$ cat src/rtl/div_pkg.sv
// Shared types and elaboration helpers for the sequential divider.
package div_pkg;

    typedef enum logic [1:0] {
        ST_IDLE = 2'd0,
        ST_CALC = 2'd1,
        ST_FIX  = 2'd2,
        ST_DONE = 2'd3
    } div_state_e;

    localparam int DIV_WIDTH_MIN = 4;
    localparam int DIV_WIDTH_MAX = 64;

    // Counter must hold 0..WIDTH: slot 0 is the magnitude-load cycle, 1..WIDTH are iterations.
    function automatic int div_cnt_w(input int width);
        return $clog2(width + 1);
    endfunction

    function automatic bit div_width_ok(input int width);
        return (width >= DIV_WIDTH_MIN) && (width <= DIV_WIDTH_MAX) && ((width % 2) == 0);
    endfunction

endpackage

$ cat src/rtl/div_step.sv
// One radix-2 non-restoring division step on a WIDTH+1-bit signed partial remainder.
module div_step #(
    parameter int WIDTH = 32
) (
    input  logic [WIDTH:0]   rem_in,
    input  logic             bit_in,
    input  logic [WIDTH-1:0] divisor,
    output logic [WIDTH:0]   rem_out,
    output logic             q_bit
);

    logic [WIDTH+1:0] shifted;
    logic [WIDTH+1:0] dvs_ext;
    logic [WIDTH+1:0] sum;

    // Shift is done one bit wider so 2*P+bit never overflows before the add/sub.
    always_comb begin
        shifted = {rem_in, bit_in};
        dvs_ext = {2'b00, divisor};
        sum     = rem_in[WIDTH] ? (shifted + dvs_ext) : (shifted - dvs_ext);
        rem_out = sum[WIDTH:0];
        q_bit   = ~sum[WIDTH+1];
    end

endmodule

$ cat src/rtl/div_seq.sv
// Sequential signed/unsigned divider, one quotient bit per cycle.
// Optional DIV_ZERO_FLAG_EN: short-circuits zero divisors and adds the div_zero output.
module div_seq
    import div_pkg::*;
#(
    parameter int WIDTH = 32
) (
    input  logic             clk,
    input  logic             rst,
    input  logic             in_valid,
    output logic             in_ready,
    input  logic [WIDTH-1:0] data_a,
    input  logic [WIDTH-1:0] data_b,
    input  logic             sign,
    output logic             out_valid,
    input  logic             out_ready,
    output logic [WIDTH-1:0] data_q,
    output logic [WIDTH-1:0] data_r,
    output logic             busy
`ifdef DIV_ZERO_FLAG_EN
    ,
    output logic             div_zero
`endif
);

    if (!div_width_ok(WIDTH)) begin : g_bad_width
        $error("div_seq: WIDTH must be even and within 4..64");
    end

    localparam int             CW   = div_cnt_w(WIDTH);
    localparam logic [CW-1:0]  LAST = CW'(WIDTH);

    typedef struct packed {
        logic [WIDTH-1:0] a;
        logic [WIDTH-1:0] b;
        logic             a_neg;
        logic             b_neg;
    } op_t;

    div_state_e       state;
    logic [CW-1:0]    cnt;
    op_t              op;
    logic [WIDTH:0]   prem;
    logic [WIDTH-1:0] a_sh;
    logic [WIDTH-1:0] b_mag;
    logic [WIDTH-1:0] q_sh;

    logic [WIDTH-1:0] a_mag_c;
    logic [WIDTH-1:0] b_mag_c;
    logic [WIDTH-1:0] rem_fix;
    logic [WIDTH:0]   step_rem;
    logic             step_q;

    assign in_ready  = (state == ST_IDLE);
    assign busy      = (state != ST_IDLE);
    assign out_valid = (state == ST_DONE);

    // Negating MIN wraps back to MIN, which is still the correct unsigned magnitude.
    always_comb begin
        a_mag_c = op.a_neg ? -op.a : op.a;
        b_mag_c = op.b_neg ? -op.b : op.b;
        rem_fix = prem[WIDTH] ? (prem[WIDTH-1:0] + b_mag) : prem[WIDTH-1:0];
    end

    div_step #(.WIDTH(WIDTH)) u_step (
        .rem_in  (prem),
        .bit_in  (a_sh[WIDTH-1]),
        .divisor (b_mag),
        .rem_out (step_rem),
        .q_bit   (step_q)
    );

    always_ff @(posedge clk) begin
        if (rst) begin
            state  <= ST_IDLE;
            cnt    <= '0;
            op     <= '0;
            prem   <= '0;
            a_sh   <= '0;
            b_mag  <= '0;
            q_sh   <= '0;
            data_q <= '0;
            data_r <= '0;
`ifdef DIV_ZERO_FLAG_EN
            div_zero <= 1'b0;
`endif
        end else begin
            case (state)
                ST_IDLE: begin
                    if (in_valid) begin
                        op.a     <= data_a;
                        op.b     <= data_b;
                        op.a_neg <= sign & data_a[WIDTH-1];
                        op.b_neg <= sign & data_b[WIDTH-1];
                        cnt      <= '0;
`ifdef DIV_ZERO_FLAG_EN
                        if (data_b == '0) begin
                            state    <= ST_DONE;
                            data_q   <= '1;
                            data_r   <= data_a;
                            div_zero <= 1'b1;
                        end else begin
                            state    <= ST_CALC;
                            div_zero <= 1'b0;
                        end
`else
                        state <= ST_CALC;
`endif
                    end
                end
                ST_CALC: begin
                    if (cnt == '0) begin
                        a_sh  <= a_mag_c;
                        b_mag <= b_mag_c;
                        prem  <= '0;
                        q_sh  <= '0;
                        cnt   <= CW'(1);
                    end else begin
                        prem <= step_rem;
                        a_sh <= {a_sh[WIDTH-2:0], 1'b0};
                        q_sh <= {q_sh[WIDTH-2:0], step_q};
                        if (cnt == LAST) begin
                            state <= ST_FIX;
                            cnt   <= '0;
                        end else begin
                            cnt <= cnt + CW'(1);
                        end
                    end
                end
                ST_FIX: begin
                    data_q <= (op.a_neg ^ op.b_neg) ? -q_sh : q_sh;
                    data_r <= op.a_neg ? -rem_fix : rem_fix;
                    state  <= ST_DONE;
                end
                ST_DONE: begin
                    if (out_ready) state <= ST_IDLE;
                end
                default: state <= ST_IDLE;
            endcase
        end
    end

endmodule

$ cat config.mk
export PLATFORM = sky130hd
export DESIGN_NAME = div_seq
export DESIGN_NICKNAME = d
export VERILOG_FILES = /design/src/rtl/div_pkg.sv /design/src/rtl/div_step.sv /design/src/rtl/div_seq.sv
export SDC_FILE = /design/constraint.sdc
export NUM_CORES = 1
export LEC_CHECK = 0
export CAP_MARGIN = 10
export CORE_AREA = 8 8 202 204
export DETAILED_ROUTE_END_ITERATION = 6
export DIE_AREA = 0 0 210 212
export SYNTH_ARGS = -nofsm -noshare
export SYNTH_HDL_FRONTEND = slang
export SYNTH_SLANG_ARGS = --single-unit
$ cat constraint.sdc
create_clock -name clk -period 7 [get_ports clk]
set_input_delay 1.4 -clock clk [delete_from_list [all_inputs] [get_ports clk]]
set_output_delay 1.4 -clock clk [all_outputs]
set_load 0.01 [all_outputs]
-- Word level (Yosys, flattened, before mapping)
Index checks and enable logic that the tools add are counted.
Widths: inputs -> output; s select.
- order comparisons: 0
- bitwise logic cells: 4
- shifts and indexed selects: 0
- add/subtract/negate cells: 8
- divide/modulo/power cells: 0
- reductions and logical operators: 8
- multiplexer cells: 18
- multiply operators: 0
- equality and inequality tests: 8
- operators by type and width (kind ; number):
    $mux 32 ; 7
    $neg 32->32 ; 4
    $add 34x32->34 ; 1
    $mux 34 ; 1
    $sub 34x32->34 ; 1
    $mux 33 ; 1
    $add 32x32->32 ; 1
    $mux 6 ; 3
    $pmux 6 s2 ; 1
    $mux 2 ; 4
    $pmux 2 s4 ; 1
    $add 6x1->6 const B ; 1
    $eq 6x6->1 const B ; 1
    $logic_not 6->1 ; 1
    $ne 2x2->1 const B ; 3
    $reduce_and 2->1 ; 3
    $eq 2x2->1 const B ; 2
    $reduce_and 4->1 ; 1
    $reduce_bool 2->1 ; 2
    $and 1x1->1 ; 2
    $eq 2x1->1 const B ; 1
    $logic_not 2->1 ; 1
    $ne 2x1->1 const B ; 1
    $not 1->1 ; 1
    $xor 1x1->1 ; 1
- memories: 0
- word-level logic and storage cells: 58
- memory bits (writable): 0
- bits in read-only memories: 0
- bits in latches: 0
- register bits after elaboration: 267

-- Depth between registers and ports, before layout
- depth after elaboration: 4
- gate-level depth with buffers: 22
- mapped depth without buffers: 20

-- Cells and area by module
A second synthesis with hierarchy kept.
- cells, all modules: 2218
- area, all modules: 17309.1 um^2
- by module, submodules not included (module ; cells each ; area each (um^2) ; instances ; seq. area each (um^2)):
    div_seq ; 1838 ; 14785.4 ; 1 ; 5345.1
    div_step ; 380 ; 2523.7 ; 1 ; 0.0

-- Least setup slack after synthesis
OpenSTA, ideal clock, no wires.
- path type: flip-flop to flip-flop
- from: register prem[32]
- to: register prem[32]
- data arrival time: 5.490 ns
- library setup time: 0.117 ns
- setup slack: 1.393 ns
- cell stages (with the launch flop): 22
- cells stage by stage: dfxtp_1 > buf_2 > buf_1 > clkbuf_1 > clkbuf_1 > clkbuf_1 > buf_1 > clkbuf_1 > buf_1 > nor2_1 > xnor2_1 > ha_1 > and3_1 > a221oi_1 > a21boi_0 > o21ai_0 > a221o_1 > a221oi_1 > o311ai_0 > a21oi_1 > xnor2_1 > a22o_1
- word-level cells in the longest chain between the ends: 2
- ends and longest elaborated chain (item ; line ; text):
    from (decl) ; div_seq.sv:43 ; logic [WIDTH:0] prem;
    from (signal assigned) ; div_seq.sv:119 ; prem <= step_rem;
    $mux 34 ; div_step.sv:20 ; sum = rem_in[WIDTH] ? (shifted + dvs_ext) : (shifted - dvs_ext);
    $mux 33 ; div_seq.sv:112 ; if (cnt == '0) begin
No other way between the ends.
A chain may end at the register's enable or synchronous reset.

-- Worst setup path after layout
- from: register b_mag[7]
- to: register prem[32]
- word-level cells in the longest chain between the ends: 3
- elaborated cells between the ends (all ways): 4
- those cells by class: add/sub: 2; mux: 2
- ends and longest elaborated chain (item ; line ; text):
    from (decl) ; div_seq.sv:45 ; logic [WIDTH-1:0] b_mag;
    from (signal assigned) ; div_seq.sv:114 ; b_mag <= b_mag_c;
    $sub 34x32->34 / $add 34x32->34 (equally long branches) ; div_step.sv:20 ;
    $mux 34 (*) ; div_step.sv:20 ;
    $mux 33 (*) ; div_seq.sv:112 ;
Mark *: on every way between the ends. The rest lies on a longest branch, timed or not.

==> impl_metrics.ini <==
[run_status]
status = completed

[yosys]
synthTopCellsByArea = dfxtp_1 32%, a21oi_1 6.3%, nand2_1 6.1%
async_reset_ff_share_pct = 0
ys_ff_latch = 267
yosys.area.top_type = dfxtp_1
ys_seq_area_share_pct = 32.04
ys_warn_count = 0
syn_area_per_cell_sq_um = 7.748
netlist_instances = 2153
syn_area_sq_um = 16680
synth.top_cell.area_share_pct = 32.04
synth_edf_count = 0
syn-num-nets = 2299
synthFlopType = dfxtp_1
ys_types = 74

[routing]
drt_iter0_markers = 1019
wl_mm = 43.91
antenna_left = 0
via_per_inst = 5.500
num_vias = 15152
route.detailed.drc = 0
wire_per_inst_microns = 15.94
drt_pass1_iterations = 5

[worst_hold_path]
hold_class = flip-flop to flip-flop
hold_depth = 2
worstHoldEndpoint = data_r[28]$_SDFFE_PP0P_
worstHoldStart = data_r[28]$_SDFFE_PP0P_

[final_layout]
multi_input_area_sq_um = 10710
n_fill_cell = 3761
seq_area_sq_um = 5348
layout_commonest_cell = nand2_1
stdcell_area_sq_um = 19360
syn_to_final_growth_pct = 16.05
n_antenna_cell = 0
nets = 2359
drive_gt1_share_pct = 4.515
final_cell_mix = 271 x nand2_1, 265 x dfxtp_1, 220 x nor2_1

[die]
initial_core_util_pct = 43.99
die_w_microns = 210
die_h_microns = 212
io_pins = 136
dieArea_sq_um = 44520
core_sq_um = 37930
rows = 72

[placed_design]
portBuffers = 135
hpwl_mm = 32.78
place_congestion = 0.8749
placed_area_sq_um = 18380

[timing]
drv_slew = 0
worst_pin_slew_ns = 0.9919
hold_violations = 0
max_freq_mhz = 188.5
rsz0062_at_grt = no
setup_viol = 0
maxSlewHeadroom_pct = 33.87
finClkSkew_ns = 0.01622
tns_ns = 0
timing.final.crit_period_ns = 5.304
fin_crit_sh_pct = 75.77

[setup_path]
r2r_end = prem[32]$_SDFFE_PP0P_
path_max_fanout = 6
critPathArrivalTime_ns = 5.76
required_ns = 7.46
r2r_start = b_mag[7]$_SDFFE_PP0P_
start_kind = flip-flop
reg2reg_slack_ns = 1.70
ff2ff_path_depth = 15
critPathCaptureType = flip-flop
crit_type = flip-flop to flip-flop

[clock_tree]
cts_buffers = 30
cts-htree-levels = 1
cts.sinks = 267
cts_resized = 0
clockBufferDepth = 3
clk_pin_slew_ns = 0.06
clk_latency_ns = 0.58
cts_tree = built
postCtsSetupBuffers = 0
root_buffer = clkbuf_16
postCtsHoldBufs = 0

[grt]
overflow = 0
track_usage_pct = 18.96
antenna_found_initial = 0
grt_pass1_vias = 14230
grt_pass1_wl_mm = 71.91
grt_max_degree = 106

[run]
maxCapViolations = 0

[power]
p_leak_nw = 7.149
ir_drop_uv = 225.2
finalPower_mw = 7.668
pwr_density_cell_nw_per_um2 = 396.1
==> registers in the layout (all words and copies together) (netlist names) <==
| name | count |
|---|---|
| a_sh | 32 |
| data_q | 32 |
| data_r | 32 |
| prem | 33 |
| state | 2 |
| b_mag | 32 |
| q_sh | 32 |
| cnt | 6 |
| op | 66 |
==> synthesized netlist by cell type (all sizes together) (14+ instances only) <==
| cell type | count |
|---|---|
| a21oi | 209 |
| o31ai | 35 |
| nand3 | 68 |
| or4 | 25 |
| ha | 75 |
| xnor2 | 58 |
| mux2i | 54 |
| nor2b | 20 |
| dfxtp | 267 |
| buf | 27 |
| a211oi | 75 |
| inv | 52 |
| clkbuf | 96 |
| nor4 | 18 |
| a31oi | 21 |
| a21o | 26 |
| or3 | 27 |
| nand2b | 51 |
| xor2 | 113 |
| nor2 | 220 |
| nand2 | 272 |
| o21ai | 115 |
| nor3 | 31 |
| nand4 | 14 |
| a22oi | 20 |
| and3 | 21 |
==> how the worst max path moves through the flow <==
stage / startpoint / to
floorplan: prem[32]$_SDFFE_PP0P_ / prem[32]$_SDFFE_PP0P_
global placement: b_mag[7]$_SDFFE_PP0P_ / prem[32]$_SDFFE_PP0P_
detailed placement: b_mag[7]$_SDFFE_PP0P_ / prem[32]$_SDFFE_PP0P_
CTS: b_mag[7]$_SDFFE_PP0P_ / prem[32]$_SDFFE_PP0P_
global route: b_mag[7]$_SDFFE_PP0P_ / prem[32]$_SDFFE_PP0P_
finish: b_mag[7]$_SDFFE_PP0P_ / prem[32]$_SDFFE_PP0P_
==> critical path: stages, from the launching register on <==
cell and delay, ns:
dfxtp_1 0.37, nor4_1 0.42, nor4b_1 0.83, a21oi_1 0.19, xor2_1 0.18, ha_1 0.32
and3_1 0.17, a221oi_1 0.40, a21boi_0 0.46, o21ai_0 0.29, a221o_1 0.40, a221oi_1 0.45
o311ai_0 0.22, a21oi_1 0.21, xnor2_1 0.08, a22o_1 0.19
==> cell families (layout without fill, tap and decap cells) <==
group	Yosys count	after routing	share of synthesized area, %
flops	267	267	32.04
mux	55	55	3.308
buf+inv	175	259	3.968
compound gates	603	603	22.98
xor+xnor	171	171	8.978
fa+ha+maj	77	77	5.865
simple gates	805	805	22.86
==> metal layers <==
metal  track usage, %  vias to the layer above  part of all wire (%)
met2            29.82                      321                    43
met5                0                        -                     0
met3            2.491                       43                   5.1
met4            4.010                        0                   1.4
met1            27.41                     6972                    51
li1                 -                     7816                     -
==> stage by stage <==
step / hold WS, ns / worst slack, ns / util [%] / instances
global placement: 0.4517 / 1.883 / 48.46 / 2699
global route: 0.4934 / 1.249 / 51.05 / 2755
CTS: 0.4679 / 1.671 / 51.05 / 2755
floorplan: 0.4446 / 1.393 / - / 2153
finish: 0.4651 / 1.696 / 51.05 / 2755
detailed placement: 0.4597 / 1.732 / 48.46 / 2699
==> layout make-up <==
cell class              instances  area share [%]
inverters                      52           1.008
clock inverters                10          0.5623
multi-input cells            1711           55.34
flip-flops and latches        267           27.62
clock buffers                  46           4.498
well taps                     518           3.348
repair buffers                151           7.620
==> report_power, final <==
part	leakage, nW	switching (mW)	internal [mW]
combinational	4.50	2.31	1.65
sequential	2.17	0.350	1.82
clock	0.474	0.650	0.896
No activity file was read; power rests on OpenSTA's default activity.
